**src/rtl/serial_subtractor_if.sv**
```systemverilog
// serial_subtractor_if: start/busy/done handshake and operand/result bus for the bit-serial subtractor
interface serial_subtractor_if #(parameter int WIDTH = 8);
    logic             start;
    logic [WIDTH-1:0] a;
    logic [WIDTH-1:0] b;
    logic             bin;
    logic             busy;
    logic             done;
    logic [WIDTH-1:0] diff;
    logic             bout;
    modport master (output start, a, b, bin, input busy, done, diff, bout);
    modport slave  (input start, a, b, bin, output busy, done, diff, bout);
endinterface

```
**src/rtl/serial_subtractor.sv**
```systemverilog
// serial_subtractor: bit-serial a-b-bin, LSB first, one full-subtractor cell and a borrow flop
module serial_subtractor #(
    parameter int WIDTH = 8
) (
    input logic                clk,
    input logic                rst,
    serial_subtractor_if.slave bus
);
    localparam int CW = (WIDTH > 2) ? $clog2(WIDTH) : 1;
    typedef enum logic [1:0] {IDLE, RUN, DONE} state_t;
    state_t           state_q, state_d;
    logic [CW-1:0]    cnt_q;
    logic [WIDTH-1:0] a_sh_q, b_sh_q, res_q, diff_q, res_d;
    logic             br_q, bout_q, ai, bi, d, br_d, last, accept;
    always_comb begin
        ai     = a_sh_q[0];
        bi     = b_sh_q[0];
        d      = ai ^ bi ^ br_q;
        br_d   = (~ai & bi) | (~(ai ^ bi) & br_q);
        res_d  = {d, res_q[WIDTH-1:1]};
        last   = cnt_q == CW'(WIDTH - 1);
        accept = (state_q == IDLE) && bus.start;
    end
    always_ff @(posedge clk or posedge rst) begin
        if (rst) state_q <= IDLE;
        else     state_q <= state_d;
    end
    always_comb begin
        state_d = (state_q == IDLE) ? (bus.start ? RUN : IDLE) :
                  (state_q == RUN)  ? (last ? DONE : RUN) : IDLE;
    end
    always_comb begin
        bus.busy = state_q == RUN;
        bus.done = state_q == DONE;
        bus.diff = diff_q;
        bus.bout = bout_q;
    end
    always_ff @(posedge clk or posedge rst) begin
        if (rst) begin
            a_sh_q <= '0;
            b_sh_q <= '0;
            res_q  <= '0;
            br_q   <= 1'b0;
            cnt_q  <= '0;
            diff_q <= '0;
            bout_q <= 1'b0;
        end else if (accept) begin
            a_sh_q <= bus.a;
            b_sh_q <= bus.b;
            br_q   <= bus.bin;
            cnt_q  <= '0;
        end else if (state_q == RUN) begin
            a_sh_q <= a_sh_q >> 1;
            b_sh_q <= b_sh_q >> 1;
            res_q  <= res_d;
            br_q   <= br_d;
            cnt_q  <= cnt_q + 1'b1;
            if (last) begin
                diff_q <= res_d;
                bout_q <= br_d;
            end
        end
    end
endmodule

```
**src/flat_wrapper.sv**
```systemverilog
// flat-port wrapper written by rule: the top's interface ports become plain ports
module serial_subtractor_flat 
#(
    parameter int WIDTH = 8
)
  (clk, rst, bus_start, bus_a, bus_b, bus_bin, bus_busy, bus_done, bus_diff, bus_bout);
  serial_subtractor_if #(.WIDTH(WIDTH)) bus_i ();
  input logic clk;
  input logic rst;
  input wire logic [$bits(bus_i.start)-1:0] bus_start;
  input wire logic [$bits(bus_i.a)-1:0] bus_a;
  input wire logic [$bits(bus_i.b)-1:0] bus_b;
  input wire logic [$bits(bus_i.bin)-1:0] bus_bin;
  output wire logic [$bits(bus_i.busy)-1:0] bus_busy;
  output wire logic [$bits(bus_i.done)-1:0] bus_done;
  output wire logic [$bits(bus_i.diff)-1:0] bus_diff;
  output wire logic [$bits(bus_i.bout)-1:0] bus_bout;
  assign bus_i.start = bus_start;
  assign bus_i.a = bus_a;
  assign bus_i.b = bus_b;
  assign bus_i.bin = bus_bin;
  assign bus_busy = bus_i.busy;
  assign bus_done = bus_i.done;
  assign bus_diff = bus_i.diff;
  assign bus_bout = bus_i.bout;
  serial_subtractor #(.WIDTH(WIDTH)) u_core (.clk(clk), .rst(rst), .bus(bus_i));
endmodule
```
**config.mk**
```make
export PLATFORM = sky130hd
export DESIGN_NAME = serial_subtractor_flat
export DESIGN_NICKNAME = d
export VERILOG_FILES = /design/src/rtl/serial_subtractor_if.sv /design/src/rtl/serial_subtractor.sv /design/src/flat_wrapper.sv
export SDC_FILE = /design/constraint.sdc
export NUM_CORES = 1
export LEC_CHECK = 0
export BUFFER_PORTS_ARGS = -buffer_cell sky130_fd_sc_hd__buf_2
export CAP_MARGIN = 20
export CELL_PAD_IN_SITES_DETAIL_PLACEMENT = 0
export CELL_PAD_IN_SITES_GLOBAL_PLACEMENT = 1
export CORE_MARGIN = 3
export CORE_UTILIZATION = 43
export CTS_CLUSTER_DIAMETER = 50
export DETAILED_ROUTE_END_ITERATION = 12
export HOLD_SLACK_MARGIN = 0.15
export PLACE_DENSITY = 0.82
export SETUP_SLACK_MARGIN = 0.4
export SLEW_MARGIN = 10
export SYNTH_ARGS = -nofsm -noshare
export SYNTH_HDL_FRONTEND = slang
export SYNTH_SLANG_ARGS = --single-unit
```
**constraint.sdc**
```tcl
create_clock -name clk -period 1.9 [get_ports clk]
set_input_delay 0 -clock clk [delete_from_list [all_inputs] [get_ports clk]]
set_output_delay 0 -clock clk [all_outputs]
set_load 0.02 [all_outputs]
```
======== Word level (Yosys, flattened, before mapping) ========
Cells that the tools add are included.
word-level totals
  register bits ........................... 39
  input port bits ......................... 20
  output and inout port bits .............. 11
  word-level logic and storage cells ...... 37
cells by class
  add/subtract/negate cells ............... 1
  equal/unequal tests ..................... 3
  mux-type cells .......................... 12
  bitwise operators ....................... 8
  reduce and logical (&&, ||, !) cells .... 5
operator list
  kind                                                 number
  2-to-1 mux 8 bit                                     4
  2-to-1 mux 2 bit                                     3
  2-to-1 mux 3 bit                                     2
  adder 3 x 1 -> 3 bit, second input constant          1
  equality test 3 bit, second input constant           1
  2-to-1 mux 1 bit                                     3
  NOT 1 bit                                            3
  AND reduction 3 bit                                  1
  bitwise AND 1 bit                                    2
  equality test 2 x 1 -> 1 bit, second input constant  1
  equality test 2 bit, second input constant           1
  zero test 2 bit                                      1
  AND reduction 2 bit                                  1
  nonzero test 2 bit                                   1
  XOR 1 bit                                            2
  logical AND 1 bit                                    1
  bitwise OR 1 bit                                     1

======== Longest topological paths before layout ========
Gate-level depths: netlist (run 1).
  depth after elaboration ................. 6
  gate-level depth with buffers ........... 5
  depth with buffers taken out ............ 4

======== Least setup slack after synthesis (run 1) ========
Ideal clock, no wire load.
  path type ............................... reg2reg
  from .................................... register u_core.cnt_q[0]
  to ...................................... register u_core.diff_q[0] (netlist: u_core.bus.diff[0])
  setup time .............................. 128 ps
  arrival ................................. 1337 ps
  data required time ...................... 1772 ps
  slack ................................... 435 ps
  cell stages (with the launch flop) ...... 6
  path through ............................ dfrtp_1 > ha_1 > ha_1 > nand3b_1 > buf_2 > mux2_1
on the way
  word-level cells in the longest chain between the ends .. 2
ends and longest elaborated chain
  item                                  RTL line                 text
  start: declaration                    serial_subtractor.sv:12  logic [CW-1:0] cnt_q;
  start signal: assignment              serial_subtractor.sv:57  cnt_q <= cnt_q + 1'b1;
  equality test 3 bit                   serial_subtractor.sv:21  last = cnt_q == CW'(WIDTH - 1);
  AND reduction 3 bit (no source line)  n/a
  end signal: assignment                serial_subtractor.sv:59  diff_q <= res_d;
  end: declaration                      serial_subtractor.sv:13  logic [WIDTH-1:0] a_sh_q, b_sh_q, res_q, diff_q, res_d;
No other way between the ends.
A chain may end at the register's enable or synchronous reset.

======== Worst setup path after layout (run 1) ========
  from .................................... register u_core.cnt_q[0]
  to ...................................... register u_core.diff_q[2] (netlist: u_core.bus.diff[2])
The elaborated chain is that of the path after synthesis.

==> flow_summary.rst, run 1 <==
.. list-table::
   :header-rows: 1

   * - Metric
     - Value
   * - Main combinational cell family by area after synthesis
     - compound AO/OA/AOI/OAI gates
   * - Boundary Pins
     - 31
   * - Areal power density over the cells
     - 1610 mW/mm²
   * - Setup violators final
     - 0
   * - Cell at the root of the clock tree
     - sky130_fd_sc_hd__clkbuf_8
   * - Switching Share
     - between 30% and 40%
   * - Max H-tree Level
     - 2
   * - Worst slew margin
     - 63.8%
   * - Via/cell ratio
     - about 5.3
   * - Count of distinct cell types in the synthesized netlist
     - 22
   * - Max-slew violations
     - 0
   * - CP Data Arrival Time
     - ~1.7 ns
   * - Area of all placed cells without fillers
     - 0.00219 mm²
   * - Maximum operating frequency
     - ~660 MHz
   * - Wire length per cell after detailed routing
     - 14.1 µm
   * - Clock network fraction of design power
     - 23.8%
   * - Simple-gate share of the synthesized area
     - slightly below 9%
   * - Worst hold endpoint
     - u_core.b_sh_q[7]$_DFFE_PP0P_
   * - Max Buffers Root-to-Sink
     - 2
   * - Largest incremental delay on the critical path
     - a little under 0.4 ns
   * - Share of power burned in combinational logic
     - roughly 37%
   * - Mapped Cells
     - 129
   * - Antenna violation net count after detailed routing
     - 0
   * - Clock network latency to the later pin of the worst-skew pair
     - approximately 0.30 ns
   * - Cell repeated most along the worst path
     - sky130_fd_sc_hd__ha_1
   * - Final cell count without fillers
     - between 200 and 250
   * - Final wirelength
     - approximately 3200 µm
   * - Mux contribution to synthesized area
     - between 10% and 20%
   * - Overall die width
     - roughly 70 µm
   * - Final count of hold timing violations
     - 0
   * - Max-cap violations
     - 0
   * - CTS clk-pin slew, worst paths
     - ~0.070 ns
   * - LEAKAGE
     - about 1.0 nW
   * - Syn-to-layout area delta
     - 32.8%
   * - Global-route wire length before repair
     - around 5500 µm
   * - Most used flip-flop cell after synthesis
     - sky130_fd_sc_hd__dfrtp_1
   * - Slowest cell on the critical path
     - sky130_fd_sc_hd__dfrtp_1
   * - Avg Cell Area, Syn
     - between 10 and 15 µm²
   * - Fin util
     - ~62%
   * - RSZ-0062 raised after global routing
     - yes
   * - Largest cells by area after synthesis
     - sky130_fd_sc_hd__dfrtp_1, sky130_fd_sc_hd__mux2_1, sky130_fd_sc_hd__a222oi_1, sky130_fd_sc_hd__nor2b_1, sky130_fd_sc_hd__inv_1
   * - Remaining global-route overflow
     - 0
   * - Sequential fraction of the synthesis area
     - between 50 and 60%
   * - Arithmetic-cell share of the synthesized area counting full adders, half adders and majority gates
     - under 10%
   * - Beginning of the worst register-to-register path
     - u_core.cnt_q[0]$_DFFE_PP0P_
   * - Kind of start point of the critical path
     - register
   * - Maximum number of pins on one net before global-route repair
     - 39
   * - Post-synthesis cell type with the largest combined area
     - sky130_fd_sc_hd__dfrtp_1
   * - Share of the cycle needed by the critical path after routing
     - 79.6%
   * - CP endpoint kind
     - register
   * - Min-Delay Path Class
     - input port to register
   * - Initial drt markers
     - 84
   * - R2r endpoint
     - u_core.bus.diff[2]$_DFFE_PP0P_
   * - Most numerous cell types in the synthesized netlist
     - sky130_fd_sc_hd__dfrtp_1, sky130_fd_sc_hd__inv_1, sky130_fd_sc_hd__mux2_1, sky130_fd_sc_hd__nor2b_1, sky130_fd_sc_hd__a222oi_1
   * - R2r worst-path depth
     - 5
   * - TritonCTS clock tree
     - done
   * - First-pass detailed-route iteration total
     - 5
   * - Overall fraction of global-route tracks in use
     - ~16%
   * - Post-synth top area share
     - between 50% and 60%
   * - Post-synthesis compound-gate area fraction
     - 11.8%
   * - Chip Height
     - ~68 µm
   * - Switching power total
     - around 1.1 mW
   * - Maximum fanout along the worst path
     - 10
   * - Layout Skew
     - 0.0104 ns
   * - Total number of vias
     - between 1k and 1.5k
   * - Layout cells sized above 1
     - between 20% and 30%
   * - CTS Buf Count
     - 5
   * - # rows
     - 21
   * - Netlist area before placement
     - between 0.0015 and 0.002 mm²
   * - Initial Util
     - 46.9%
   * - GP Congestion
     - approximately 0.73
   * - Area share of xor/xnor cells in the synthesized design
     - 0%
   * - DIE AREA
     - ~0.0046 mm²
   * - Placed Area
     - roughly 0.0018 mm²
   * - Minimum period implied by the final worst setup slack
     - between 1.5 and 2 ns
   * - Reg2Reg Setup Slack
     - 0.39 ns
   * - Dpl cells
     - 200
   * - Flop and latch count out of synthesis
     - 38
   * - Core Box Area
     - 0.00352 mm²
   * - Async SR Flop Fraction
     - between 90% and 100%
   * - Peak supply drop
     - 0.789 mV
   * - Cell with the most instances after synthesis
     - sky130_fd_sc_hd__dfrtp_1
   * - Clock sink count
     - 38
   * - # port buffers
     - 30
   * - Number of global-route vias before repair
     - between 1k and 1.5k
   * - Worst-Margin Slew
     - 0.542 ns
   * - Outcome
     - finished clean
   * - Sequential share of power
     - between 30% and 40%
   * - Final antenna diode count
     - 0
   * - Cells along the critical path
     - ha_1 > ha_1 > nand3b_1 > buf_12 > mux2_1
   * - Net count, final
     - between 200 and 250
   * - P_int
     - 2.39 mW
   * - Hold path depth
     - 2
   * - Required time at the endpoint of the critical path
     - around 2.1 ns
   * - Summed negative setup slack over all endpoints
     - 0 ns
   * - Count of flip-flops with a built-in enable after synthesis
     - 0
   * - Number of antenna violations at the first check in global routing
     - 0
   * - Net Count, Synth
     - between 150 and 200
   * - HPWL reported at the end of detailed placement
     - between 2000 and 2500 µm
   * - Worst Hold Launch
     - bus_start
   * - DRC Markers
     - 0
   * - Start-to-end type of the worst setup path
     - register to register
   * - Yosys Warn Count
     - 0
[logic make-up after synthesis]
family,count (synthesis)
AND/OR/NAND/NOR,23
AO/OA/AOI/OAI,21
adder cells (fa/ha/maj),3
flip-flops,38
buffers and inverters,27
multiplexers,17
[power by group through the flow]
stage | clock network [mW] | registers (mW) | logic, mW
final | 0.842 | 1.40 | 1.29
after floorplan | 0 | 1.47 | 0.867
after global placement | 0 | 1.39 | 1.18
after global routing | 0.898 | 1.45 | 1.44
after detailed placement | 0 | 1.42 | 1.24
after CTS | 0.865 | 1.41 | 1.31
[registers in the layout (all words and copies together), names as in the netlist]
| register | flops |
|---|---|
| u_core.bus.diff | 8 |
| u_core.a_sh_q | 8 |
| u_core.state_q | 2 |
| u_core.res_q | 7 |
| u_core.bus.bout | 1 |
| u_core.cnt_q | 3 |
| u_core.br_q | 1 |
| u_core.b_sh_q | 8 |
[cells in the final DEF (no fill, tap or decap), types with 2 or more instances in the layout]
cell / n
sky130_fd_sc_hd__buf_4: 5
sky130_fd_sc_hd__inv_1: 18
sky130_fd_sc_hd__bufinv_16: 2
sky130_fd_sc_hd__clkbuf_8: 6
sky130_fd_sc_hd__a32o_1: 2
sky130_fd_sc_hd__buf_2: 30
sky130_fd_sc_hd__nor2b_1: 12
sky130_fd_sc_hd__a22o_1: 2
sky130_fd_sc_hd__dlygate4sd3_1: 18
sky130_fd_sc_hd__a221oi_1: 4
sky130_fd_sc_hd__mux2_1: 15
sky130_fd_sc_hd__dfrtp_1: 37
sky130_fd_sc_hd__nor4b_1: 4
sky130_fd_sc_hd__ha_1: 2
sky130_fd_sc_hd__a222oi_1: 11
sky130_fd_sc_hd__nor2_1: 4
[worst max path at each step]
stage	end	slack, ns	start	depth (start not counted)
6_report	u_core.bus.diff[2]$_DFFE_PP0P_	0.39	u_core.cnt_q[0]$_DFFE_PP0P_	5
5_1_grt	u_core.bus.diff[2]$_DFFE_PP0P_	0.34	u_core.cnt_q[0]$_DFFE_PP0P_	5
4_1_cts	u_core.bus.diff[2]$_DFFE_PP0P_	0.38	u_core.cnt_q[0]$_DFFE_PP0P_	5
3_5_place_dp	u_core.bus.diff[2]$_DFFE_PP0P_	0.21	u_core.cnt_q[0]$_DFFE_PP0P_	4
3_3_place_gp	u_core.bus.diff[3]$_DFFE_PP0P_	0.30	u_core.cnt_q[0]$_DFFE_PP0P_	4
2_1_floorplan	u_core.bus.diff[0]$_DFFE_PP0P_	0.44	u_core.cnt_q[0]$_DFFE_PP0P_	5
[worst max-delay path: cells and delay by family, from the launching register on]
| kind | cells | cell delay (ns) |
|---|---|---|
| flip-flops | 1 | 0.39 |
| adder cells (fa/ha/maj) | 2 | 0.39 |
| multiplexers | 1 | 0.33 |
| buffers and inverters | 1 | 0.15 |
| AND/OR/NAND/NOR | 1 | 0.14 |
[routing by layer]
layer	track usage (%)	vias to the layer above	wire, µm
met5	0	-	0
met4	6.70	0	54
met3	6.57	7	170
met2	28.3	24	1660
met1	17.8	613	1340
li1	-	566	-
[layout make-up]
| type | instances | area [µm²] |
|---|---|---|
| fill | 290 | 1330 |
| sequential | 38 | 952 |
| multi-input combinational | 65 | 587 |
| timing repair buffer | 54 | 388 |
| clock buffer | 6 | 82.6 |
| inverter | 18 | 67.6 |
| clock inverter | 2 | 60.1 |
| tap | 46 | 57.6 |
[stage by stage]
step | hold slack [ns] | setup WS (ns) | power (mW)
global route | 0.195 | 0.339 | 3.78
CTS | 0.159 | 0.383 | 3.58
finish | 0.174 | 0.387 | 3.54
detailed placement | 0.134 | 0.209 | 2.66
floorplan | 0.170 | 0.435 | 2.34
global placement | 0.127 | 0.302 | 2.57
[repair_timing]
action	4_1_cts	5_1_grt
buffers inserted	2	0
pin swaps	0	0
endpoints found under the hold margin	55	0
gates resized for setup	1	1
gates cloned	1	0
hold buffers	18	0
setup endpoints to repair	24	20
(Power assumes the default switching activity.)
==> run 2: changes to the inputs <==
--- a/config.mk
+++ b/config.mk
@@ -5,12 +5,13 @@
 export SDC_FILE = /design/constraint.sdc
 export NUM_CORES = 1
 export LEC_CHECK = 0
+export ABC_AREA = 1
 export BUFFER_PORTS_ARGS = -buffer_cell sky130_fd_sc_hd__buf_2
 export CAP_MARGIN = 20
 export CELL_PAD_IN_SITES_DETAIL_PLACEMENT = 0
 export CELL_PAD_IN_SITES_GLOBAL_PLACEMENT = 1
 export CORE_MARGIN = 3
-export CORE_UTILIZATION = 43
+export CORE_UTILIZATION = 40
 export CTS_CLUSTER_DIAMETER = 50
 export DETAILED_ROUTE_END_ITERATION = 12
 export HOLD_SLACK_MARGIN = 0.15
==> constraint.sdc (replaced) <==
create_clock -name clk -period 1.5 [get_ports clk]
set_input_delay 0 -clock clk [delete_from_list [all_inputs] [get_ports clk]]
set_output_delay 0 -clock clk [all_outputs]
set_load 0.02 [all_outputs]
==> run 2 against run 1 <==
  * Worst hold slack improved by 0.060 ns
  * Clock-buffer cell count decreased by 1
  * Fmax grew 26%
  * Clock power decreased by 22%
  * Cell area increased by 13%
  * Synthesized area shrank 2.3%
==> flow_summary.rst, run 2 <==
.. list-table::
   :header-rows: 1

   * - Metric
     - Value
   * - Core Box Area
     - 0.00377 mm² (was 0.00352 mm²)
   * - Avg Cell Area, Syn
     - 8.72 µm² (was 12.8 µm²)
   * - Cell with the most instances after synthesis
     - sky130_fd_sc_hd__nand2_1 (was sky130_fd_sc_hd__dfrtp_1)
   * - Maximum operating frequency
     - 831 MHz (was 661 MHz)
   * - Net count, final
     - 282 (was 205)
   * - Final wirelength
     - 4510 µm (was 3220 µm)
   * - Antenna violation net count after detailed routing
     - 0 (unchanged)
   * - Areal power density over the cells
     - 1960 mW/mm² (was 1610 mW/mm²)
   * - Async SR Flop Fraction
     - 100% (unchanged)
   * - Share of the cycle needed by the critical path after routing
     - 80.2% (was 79.6%)
   * - LEAKAGE
     - 1.30 nW (was 1.04 nW)
   * - Mapped Cells
     - 185 (was 129)
   * - Post-synthesis cell type with the largest combined area
     - sky130_fd_sc_hd__dfrtp_1 (unchanged)
   * - Overall fraction of global-route tracks in use
     - 18.6% (was 16.4%)
   * - Netlist area before placement
     - 0.00161 mm² (was 0.00165 mm²)
   * - Area used by sequential logic in the layout
     - 951 µm² (was 952 µm²)
   * - Initial Util
     - 42.8% (was 46.9%)
   * - Final count of hold timing violations
     - 0 (unchanged)
   * - Initial drt markers
     - 90 (was 84)
   * - Summed negative setup slack over all endpoints
     - 0 ns (unchanged)
   * - Beginning of the worst register-to-register path
     - u_core.b_sh_q[0]$_DFFE_PP0P_ (was u_core.cnt_q[0]$_DFFE_PP0P_)
   * - CP Data Arrival Time
     - 1.41 ns (was 1.69 ns)
   * - CTS clk-pin slew, worst paths
     - 0.08 ns (was 0.07 ns)
   * - DIE AREA
     - 0.00483 mm² (was 0.00462 mm²)
   * - Flop and latch count out of synthesis
     - 38 (unchanged)
   * - Via/cell ratio
     - 4.94 (was 5.28)
   * - R2r worst-path depth
     - 4 (was 5)
   * - Count of flip-flops with a built-in enable after synthesis
     - 0 (unchanged)
   * - Start-to-end type of the worst setup path
     - register to register (unchanged)
   * - Area of combinational cells with multiple inputs
     - 756 µm² (was 587 µm²)
   * - Wire length per cell after detailed routing
     - 14.7 µm (was 14.1 µm)
   * - CTS Buf Count
     - 5 (unchanged)
   * - Most used flip-flop cell after synthesis
     - sky130_fd_sc_hd__dfrtp_1 (unchanged)
   * - Most common cell after layout, fill and taps aside
     - sky130_fd_sc_hd__nand2_1 (was sky130_fd_sc_hd__dfrtp_1)
   * - First-pass detailed-route iteration total
     - 4 (was 5)
   * - Minimum period implied by the final worst setup slack
     - 1.20 ns (was 1.51 ns)
   * - Max-cap violations
     - 0 (unchanged)
   * - HPWL reported at the end of detailed placement
     - 2300 µm (was 2070 µm)
   * - Count of distinct cell types in the synthesized netlist
     - 14 (was 22)
   * - GP Congestion
     - 0.741 (was 0.727)
   * - RSZ-0062 raised after global routing
     - yes (unchanged)
   * - TritonCTS clock tree
     - done (unchanged)
   * - Max H-tree Level
     - 2 (unchanged)
   * - Max-slew violations
     - 0 (unchanged)
   * - Syn-to-layout area delta
     - 54.0% (was 32.8%)
   * - Maximum number of pins on one net before global-route repair
     - 39 (unchanged)
   * - Setup violators final
     - 0 (unchanged)
   * - Worst setup slack before clock tree synthesis
     - 0.307 ns (was 0.209 ns)
   * - Required time at the endpoint of the critical path
     - 1.71 ns (was 2.08 ns)
   * - Maximum fanout along the worst path
     - 2 (was 10)
   * - Most numerous cell types in the synthesized netlist
     - sky130_fd_sc_hd__nand2_1, sky130_fd_sc_hd__dfrtp_1, sky130_fd_sc_hd__nand3_1, sky130_fd_sc_hd__buf_2, sky130_fd_sc_hd__inv_1 (was sky130_fd_sc_hd__dfrtp_1, sky130_fd_sc_hd__inv_1, sky130_fd_sc_hd__mux2_1, sky130_fd_sc_hd__nor2b_1, sky130_fd_sc_hd__a222oi_1)
   * - Worst slew margin
     - 60.2% (was 63.8%)
   * - Remaining global-route overflow
     - 0 (unchanged)
   * - Clock network latency to the later pin of the worst-skew pair
     - 0.29 ns (was 0.30 ns)
   * - Boundary Pins
     - 31 (unchanged)
   * - Final WS setup
     - 0.297 ns (was 0.387 ns)
   * - Sequential fraction of the synthesis area
     - 58.9% (was 57.5%)
   * - Kind of start point of the critical path
     - register (unchanged)
   * - Final antenna diode count
     - 0 (unchanged)
   * - Global-route wire length before repair
     - 6980 µm (was 5510 µm)
   * - Chip Height
     - 69.5 µm (was 68 µm)
   * - Total of fill cells in the finished design
     - 299 (was 290)
   * - Layout cells sized above 1
     - 38.6% (was 26.2%)
   * - Yosys Warn Count
     - 0 (unchanged)
   * - Max Buffers Root-to-Sink
     - 2 (unchanged)
   * - Worst hold endpoint
     - u_core.b_sh_q[2]$_DFFE_PP0P_ (was u_core.b_sh_q[7]$_DFFE_PP0P_)
   * - # rows
     - 22 (was 21)
   * - Layout Skew
     - 0.0113 ns (was 0.0104 ns)
   * - Reg2Reg Setup Slack
     - 0.30 ns (was 0.39 ns)
   * - Net Count, Synth
     - 208 (was 152)
   * - CP endpoint kind
     - register (unchanged)
   * - Top library cells by usage in the layout, fill and taps aside
     - sky130_fd_sc_hd__nand2_1, sky130_fd_sc_hd__dfrtp_1, sky130_fd_sc_hd__buf_2 (was sky130_fd_sc_hd__dfrtp_1, sky130_fd_sc_hd__buf_2, sky130_fd_sc_hd__inv_1, sky130_fd_sc_hd__dlygate4sd3_1, sky130_fd_sc_hd__mux2_1)
   * - Overall die width
     - 69.5 µm (was 68 µm)
   * - Clock sink count
     - 38 (unchanged)
   * - Origin of the worst setup path
     - u_core.b_sh_q[0]$_DFFE_PP0P_ (was u_core.cnt_q[0]$_DFFE_PP0P_)
   * - DRC Markers
     - 0 (unchanged)
   * - # port buffers
     - 30 (unchanged)
   * - Worst Hold Launch
     - bus_start (unchanged)
   * - Hold path depth
     - 5 (was 2)
   * - Outcome
     - finished clean (unchanged)
   * - Total number of vias
     - 1,517 (was 1,210)
   * - Number of global-route vias before repair
     - 1,525 (was 1,235)
   * - Largest cells by area after synthesis
     - sky130_fd_sc_hd__dfrtp_1, sky130_fd_sc_hd__nand2_1, sky130_fd_sc_hd__nand3_1, sky130_fd_sc_hd__buf_2, sky130_fd_sc_hd__inv_1 (was sky130_fd_sc_hd__dfrtp_1, sky130_fd_sc_hd__mux2_1, sky130_fd_sc_hd__a222oi_1, sky130_fd_sc_hd__nor2b_1, sky130_fd_sc_hd__inv_1)
   * - Min-Delay Path Class
     - input port to register (unchanged)
   * - Cell at the root of the clock tree
     - sky130_fd_sc_hd__clkbuf_8 (unchanged)
   * - Peak supply drop
     - 0.845 mV (was 0.789 mV)
   * - Number of antenna violations at the first check in global routing
     - 0 (unchanged)
   * - Worst-Margin Slew
     - 0.595 ns (was 0.542 ns)
   * - R2r endpoint
     - u_core.res_q[7]$_DFFE_PP0P_ (was u_core.bus.diff[2]$_DFFE_PP0P_)
   * - Post-synth top area share
     - 58.9% (was 57.5%)
[run 2: logic make-up (layout without fill, tap and decap cells)]
| kind of cell | Yosys count | in the layout | synth area share, % |
|---|---|---|---|
| adders and majority gates | 3 | 3 | 2.79 |
| buffers and inverters | 16 | 89 | 4.50 |
| and+or+nand+nor | 123 | 124 | 32.2 |
| AOI/OAI and AO/OA | 5 | 5 | 1.55 |
| DFF | 38 | 38 | 58.9 |
[run 2: through the flow]
stage | hold slack, ns | power, mW | instances | cell area, µm² | utilization (%)
after floorplan | 0.145 | 2.76 | 185 | 1620 | -
after global routing | 0.276 | 5.18 | 307 | 2480 | 65.9
final | 0.234 | 4.87 | 307 | 2480 | 65.9
after CTS | 0.209 | 4.38 | 301 | 2270 | 60.3
after detailed placement | 0.135 | 3.27 | 262 | 1840 | 48.8
after global placement | 0.129 | 3.19 | 262 | 1840 | 48.8
[run 2: metal layers]
metal	global-route usage, %	routed length, µm
met2	31.4	2320
met5	0	0
met3	3.33	232
met1	22.8	1860
met4	9.11	101
[run 2: cell type report]
cell class,instances,area share (%)
flip-flops and latches,38,38.3
multi-input cells,132,30.4
repair buffers,74,24.3
clock buffers,5,2.77
well taps,48,2.42
inverters,8,1.41
clock inverters,2,0.403
[run 2: worst max-delay path, cell delays in order, from the launching register on]
cell                      delay [ns]
sky130_fd_sc_hd__dfrtp_1        0.37
sky130_fd_sc_hd__inv_2          0.05
sky130_fd_sc_hd__fa_2           0.58
sky130_fd_sc_hd__nand2_1        0.05
sky130_fd_sc_hd__o21ai_1        0.07
[run 2: worst max-delay path by stage]
| stage | to | slack, ns | cells after the start |
|---|---|---|---|
| 2_1_floorplan | u_core.res_q[7]$_DFFE_PP0P_ | 0.40 | 4 |
| 3_3_place_gp | u_core.res_q[7]$_DFFE_PP0P_ | 0.36 | 4 |
| 3_5_place_dp | u_core.bus.bout$_DFFE_PP0P_ | 0.31 | 6 |
| 4_1_cts | u_core.res_q[7]$_DFFE_PP0P_ | 0.31 | 4 |
| 5_1_grt | u_core.a_sh_q[6]$_DFFE_PP0P_ | 0.26 | 5 |
| 6_report | u_core.res_q[7]$_DFFE_PP0P_ | 0.30 | 4 |
[run 2: timing repair]
action,CTS,global route
hold buffers,21,0
pin swaps,4,28
gates cloned,4,1
gates resized for setup,17,45
setup endpoints to repair,24,34
hold endpoints to repair,56,0
buffers inserted,7,5
[run 2: power breakdown]
part           switching, mW  internal (mW)  total [mW]
Combinational           1.32           1.13        2.45
Clock                  0.343          0.312       0.655
Sequential             0.301           1.47        1.77
